==> config.mk <==
export PLATFORM = sky130hd
export DESIGN_NAME = fetch_stage
export DESIGN_NICKNAME = d
export VERILOG_FILES = /design/src/rtl/fetch_stage.sv
export SDC_FILE = /design/constraint.sdc
export NUM_CORES = 1
export LEC_CHECK = 0
export CORE_ASPECT_RATIO = 1.4
export CORE_MARGIN = 4
export CORE_UTILIZATION = 30
export DETAILED_ROUTE_END_ITERATION = 10
export SYNTH_ARGS = -nofsm -noshare
export SYNTH_HDL_FRONTEND = slang
export SYNTH_SLANG_ARGS = --single-unit
export TNS_END_PERCENT = 5
==> constraint.sdc <==
create_clock -name clk -period 21.2 [get_ports clk]
set_input_delay 6.36 -clock clk [delete_from_list [all_inputs] [get_ports clk]]
set_output_delay 6.36 -clock clk [all_outputs]
set_load 0.05 [all_outputs]
==> src/rtl/fetch_stage.sv <==
// Fetch stage: owns the PC, reads instruction words over Wishbone-classic, and feeds decode through a registered slot plus a one-entry skid buffer.
// Optional macro FETCH_MISALIGN_TRAP_EN: trap misaligned jump targets instead of silently aligning them.

package constants;
    localparam logic [31:0] RESET_ADDRESS = 32'h0000_0000;
endpackage

package pipeline_status;
    typedef enum logic [1:0] {
        VALID            = 2'd0,
        BUBBLE           = 2'd1,
        FETCH_MISALIGNED = 2'd2
    } forwards_t;

    typedef enum logic [1:0] {
        READY = 2'd0,
        STALL = 2'd1,
        JUMP  = 2'd2
    } backwards_t;
endpackage

module fetch_stage (
    input  logic                         clk,
    input  logic                         rst,
    output logic                         wb_cyc_out,
    output logic                         wb_stb_out,
    output logic [31:0]                  wb_adr_out,
    input  logic [31:0]                  wb_dat_in,
    input  logic                         wb_ack_in,
    input  logic                         wb_err_in,
    output logic [31:0]                  instruction_reg_out,
    output logic [31:0]                  program_counter_reg_out,
    output pipeline_status::forwards_t   status_forwards_out,
    input  pipeline_status::backwards_t  status_backwards_in,
    input  logic [31:0]                  jump_address_backwards_in
);
    import pipeline_status::*;

    localparam logic [31:0] NOP = 32'h0000_0013;

    typedef enum logic [1:0] {
        S_FETCH = 2'd0,
        S_HOLD  = 2'd1,
        S_FLUSH = 2'd2,
        S_IDLE  = 2'd3
    } state_t;

    state_t      state_q, state_d;
    logic [31:0] pc_q, pc_d;
    logic [31:0] adr_q, adr_d;
    logic        cyc_q, cyc_d;
    logic [31:0] instr_q, instr_d;
    logic [31:0] slot_pc_q, slot_pc_d;
    forwards_t   status_q, status_d;
    logic [31:0] buf_word_q, buf_word_d;
    logic [31:0] buf_pc_q, buf_pc_d;
    logic        trap_pending_q, trap_pending_d;

    logic        consumed;
    logic        jump;
    logic        bus_done;
    logic [31:0] bus_word;
    logic        slot_free;
    logic [31:0] jump_target;
    logic        jump_misaligned;

    // A late ack after reset or in HOLD/IDLE is ignored because no cycle is open.
    assign bus_done  = cyc_q && (wb_ack_in || wb_err_in);
    assign bus_word  = wb_err_in ? 32'h0000_0000 : wb_dat_in;
    assign consumed  = (status_backwards_in == READY);
    assign jump      = (status_backwards_in == JUMP);
    assign slot_free = (status_q != VALID) || consumed;

`ifdef FETCH_MISALIGN_TRAP_EN
    assign jump_target     = jump_address_backwards_in;
    assign jump_misaligned = |jump_address_backwards_in[1:0];
`else
    assign jump_target     = jump_address_backwards_in & ~32'h3;
    assign jump_misaligned = 1'b0;
`endif

    always_comb begin
        // NOTE: every _d starts as its _q so no path through this block leaves a signal unassigned and infers a latch.
        state_d        = state_q;
        pc_d           = pc_q;
        instr_d        = instr_q;
        slot_pc_d      = slot_pc_q;
        status_d       = status_q;
        buf_word_d     = buf_word_q;
        buf_pc_d       = buf_pc_q;
        trap_pending_d = trap_pending_q;

        if (jump) begin
            status_d = BUBBLE;
            pc_d     = jump_target;
            case (state_q)
                S_FETCH: state_d = (cyc_q && !bus_done) ? S_FLUSH : S_FETCH;
                S_FLUSH: state_d = S_FLUSH;
                default: state_d = S_FETCH;
            endcase
            trap_pending_d = 1'b0;
            if (jump_misaligned) begin
                instr_d   = NOP;
                slot_pc_d = jump_target;
                status_d  = FETCH_MISALIGNED;
                // An outstanding transfer must still complete before idling.
                if (state_d == S_FLUSH) begin
                    trap_pending_d = 1'b1;
                end else begin
                    state_d = S_IDLE;
                end
            end
        end else begin
            case (state_q)
                S_FETCH: begin
                    if (bus_done) begin
                        if (slot_free) begin
                            instr_d   = bus_word;
                            slot_pc_d = pc_q;
                            status_d  = VALID;
                        end else begin
                            buf_word_d = bus_word;
                            buf_pc_d   = pc_q;
                            state_d    = S_HOLD;
                        end
                        pc_d = pc_q + 32'd4;
                    end else if (consumed) begin
                        status_d = BUBBLE;
                    end
                end
                S_HOLD: begin
                    if (consumed) begin
                        instr_d   = buf_word_q;
                        slot_pc_d = buf_pc_q;
                        status_d  = VALID;
                        state_d   = S_FETCH;
                    end
                end
                S_FLUSH: begin
                    if (consumed) begin
                        status_d = BUBBLE;
                    end
                    if (bus_done) begin
                        state_d        = trap_pending_q ? S_IDLE : S_FETCH;
                        trap_pending_d = 1'b0;
                    end
                end
                default: begin
                    if (consumed) begin
                        status_d = BUBBLE;
                    end
                end
            endcase
        end

        cyc_d = (state_d == S_FETCH) || (state_d == S_FLUSH);
        // The bus address stays on the stale request until FLUSH sees its ack.
        adr_d = (state_d == S_FLUSH) ? adr_q : pc_d;
    end

    always_ff @(posedge clk or posedge rst) begin
        if (rst) begin
            state_q        <= S_FETCH;
            pc_q           <= constants::RESET_ADDRESS;
            adr_q          <= constants::RESET_ADDRESS;
            cyc_q          <= 1'b0;
            instr_q        <= NOP;
            slot_pc_q      <= constants::RESET_ADDRESS;
            status_q       <= BUBBLE;
            buf_word_q     <= 32'h0000_0000;
            buf_pc_q       <= 32'h0000_0000;
            trap_pending_q <= 1'b0;
        end else begin
            // NOTE: non-blocking assignments so every flop samples the pre-edge values computed above.
            state_q        <= state_d;
            pc_q           <= pc_d;
            adr_q          <= adr_d;
            cyc_q          <= cyc_d;
            instr_q        <= instr_d;
            slot_pc_q      <= slot_pc_d;
            status_q       <= status_d;
            buf_word_q     <= buf_word_d;
            buf_pc_q       <= buf_pc_d;
            trap_pending_q <= trap_pending_d;
        end
    end

    assign wb_cyc_out              = cyc_q;
    assign wb_stb_out              = cyc_q;
    assign wb_adr_out              = adr_q;
    assign instruction_reg_out     = instr_q;
    assign program_counter_reg_out = slot_pc_q;
    assign status_forwards_out     = status_q;

endmodule

==> metrics.md <==
| Metric | Value |
|---|---|
| Status | complete, no violations |
| Syn Inst Count | 826 |
| CP required | 21520 ps |
| P_leak | 4.64 nW |
| Int Power | 0.926 mW |
| I/O pin total | 170 |
| Synth top area share | 55.9% |
| Final setup violation count | 0 |
| PwrDens | 140 nW/um^2 |
| Final cycle utilization of the critical path | 44.1% |
| CTS tree | done |
| Sequential fraction of the synthesis area | 57.1% |
| ANT nets after route | 0 |
| Routed WL per cell | 16.1 um |
| Max_cap viols | 0 |
| Vias per cell | 4.64 |
| Top_reg_cell synth | dfrtp_1 |
| Worst clock skew | 10.2 ps |
| Diode count | 0 |
| Crit path capture type | flop |
| Routability cong. | 0.739 |
| Root buffer cell | clkbuf_16 |
| Post-synth top area cell | dfrtp_1 |
| Clock Path Buffers | 2 |
| Antenna violations before repair | 1 |
| CP arrival | 9670 ps |
| Number of synthesized flops with an enable pin | 0 |
| TritonCTS buffer count | 17 |
| FP Rows | 73 |
| Top-count cell post-synth | dfrtp_1 |
| Detail Placement HPWL | 14.6 mm |
| Share of post-route cells with drive strength above 1 | 12.0% |
| Final Core Density | 39.6% |
| Fin. Hold Viols | 0 |
| Initial DRC Count | 286 |
| Die area | 31600 um^2 |
| Max Transition Viols Final | 0 |
| Top cells by area, synth | dfrtp_1 56%, mux2_2 7.7%, o21ai_0 6.7% |
| Clock network fraction of design power | 20.9% |
| Flop pwr share | 37.9% |
| Die H | 209 um |
| First-pass GRT wire length | 34.9 mm |
| CP startpoint kind | input port |
| Core Area | 28400 um^2 |
| Top cells by count, synth | 193 x dfrtp_1, 124 x nand2_1, 115 x o21ai_0 |
| Syn nets | 897 |
| Port Buf Inserts | 167 |
| Syn_area_per_cell | 10.5 um^2 |
| Seq cells post-synth | 197 |
| Logic pwr share | 41.2% |
| Initial Util | 30.4% |
| Hold WC Path Type | reg -> reg |
| Via count | 6270 |
| H-tree depth | 4 |
| Kind of critical path | in -> reg |
| Postcts setup bufs | 0 |
| Final nets | 1035 |
| Psw | 0.651 mW |
| F_max | 107 MHz |
| Crit-path max FO | 99 |
| Overall routing resource usage | 14.2% |
| # hold bufs at CTS | 0 |
| PostCTS Resize Cnt | 0 |
| Clock sink count | 197 |
| Clock slew at reported path FFs | 70 ps |
| DIE WIDTH | 151 um |
| RSZ-0062 raised after global routing | false |
| Area grow syn2layout | 30.1% |
| Setup TNS | 0 ps |
| Mapped cell area | 8640 um^2 |
| Largest net degree at the start of global routing | 127 |
| Tmin final | 9350 ps |
| DRT Pass-1 Iters | 4 |
| Ys async rst share | 100% |
| Slew headroom | 28.3% |
| Count of cell types in the netlist | 45 |
| Vias in the first global route | 6298 |
| DRC violations left | 0 |
| Routed wire length | 21.7 mm |
| Synth warn | 0 |
| Worst-Margin Slew | 1080 ps |
| Switch share | 41.3% |
| Clock Latency Late Sink | 440 ps |
| Grt ovf | 0 |
| Peak supply drop | 0.0581 mV |
area by class of cell:
| type | instances | area, um^2 |
|---|---|---|
| fillers | 2766 | 17200 |
| clock buffers | 22 | 474 |
| flip-flops and latches | 197 | 4930 |
| inverters | 4 | 22.5 |
| multi-input cells | 569 | 3490 |
| well taps | 375 | 469 |
| clock inverters | 10 | 119 |
| repair buffers | 175 | 1730 |
sequential cells by signal, indices dropped and copies added (netlist names):
register	count
buf_word_q	32
pc_q	32
program_counter_reg_out	32
instruction_reg_out	32
wb_cyc_out	1
status_forwards_out	2
wb_adr_out	32
state_q	2
buf_pc_q	32
metrics by stage:
stage | cell area, um^2 | instances | setup WS [ps] | total power, mW | hold WS (ps)
after global routing | 11200 | 1352 | 11560 | 1.68 | 491
after global placement | 10700 | 1320 | 11290 | 1.26 | 461
final | 11200 | 1352 | 11850 | 1.58 | 478
after detailed placement | 10700 | 1320 | 11240 | 1.27 | 469
after floorplan | 8640 | 826 | 9480 | 1.04 | 450
after CTS | 11200 | 1352 | 11720 | 1.60 | 485
worst max-delay path, cell delays in order:
cell             delay [ps]
clkdlybuf4s50_1         400
buf_4                   230
or2_2                   350
nand4_1                 100
buf_4                   790
and2_1                  310
nand2_2                 550
mux2_1                  540
metal layers:
| metal | share of wire (%) | vias up | track usage [%] | wire length [um] |
|---|---|---|---|---|
| met2 | 51 | 132 | 24.3 | 11100 |
| met4 | 1.6 | 2 | 4.32 | 340 |
| met3 | 6.4 | 23 | 4.51 | 1400 |
| met5 | 0.060 | - | 0 | 13 |
| li1 | - | 3095 | - | - |
| met1 | 41 | 3018 | 16.8 | 8840 |
layout by cell type (no fill, tap or decap), types with 5 or more instances in the layout:
cell,count
nor2_1,54
mux2i_1,31
clkdlybuf4s50_1,167
nand2b_1,34
and2_1,6
a21oi_1,51
o21ai_0,114
dfrtp_1,193
and3_1,6
xnor2_1,5
xor2_1,20
clkbuf_16,17
nand2_1,124
mux2_2,59
nand3_1,13
buf_4,8
nand4_1,13
cells by family after synthesis:
| family | count (synthesis) | share of synthesized area [%] |
|---|---|---|
| compound gates | 173 | 10.2 |
| buf+inv | 60 | 2.75 |
| simple gates | 278 | 15.7 |
| flops | 197 | 57.1 |
| xor+xnor | 25 | 2.53 |
| fa+ha+maj | 1 | 0.145 |
| mux | 92 | 11.5 |
power groups by stage:
| stage | combinational, mW | clock (mW) | sequential [mW] |
|---|---|---|---|
| 3_5_place_dp | 0.662 | 0 | 0.607 |
| 6_report | 0.650 | 0.330 | 0.597 |
| 5_1_grt | 0.703 | 0.358 | 0.617 |
| 2_1_floorplan | 0.208 | 0 | 0.830 |
| 3_3_place_gp | 0.655 | 0 | 0.601 |
| 4_1_cts | 0.663 | 0.342 | 0.600 |
path summary, 6_finish.rpt:
check | cells past startpoint | to | start | slack, ps
min in group asynchronous | 2 | instruction_reg_out[27] | rst | 6530
worst max register to register | 6 | wb_adr_out[28] | wb_cyc_out | 18110
max in group asynchronous | 3 | buf_word_q[4] | rst | 13180
worst max-delay path | 8 | wb_adr_out[28] | wb_err_in | 11850
worst min-delay path | 2 | instruction_reg_out[7] | instruction_reg_out[7] | 480
worst min register to register | 2 | instruction_reg_out[7] | instruction_reg_out[7] | 480
Power figures use the tool's default switching activity.
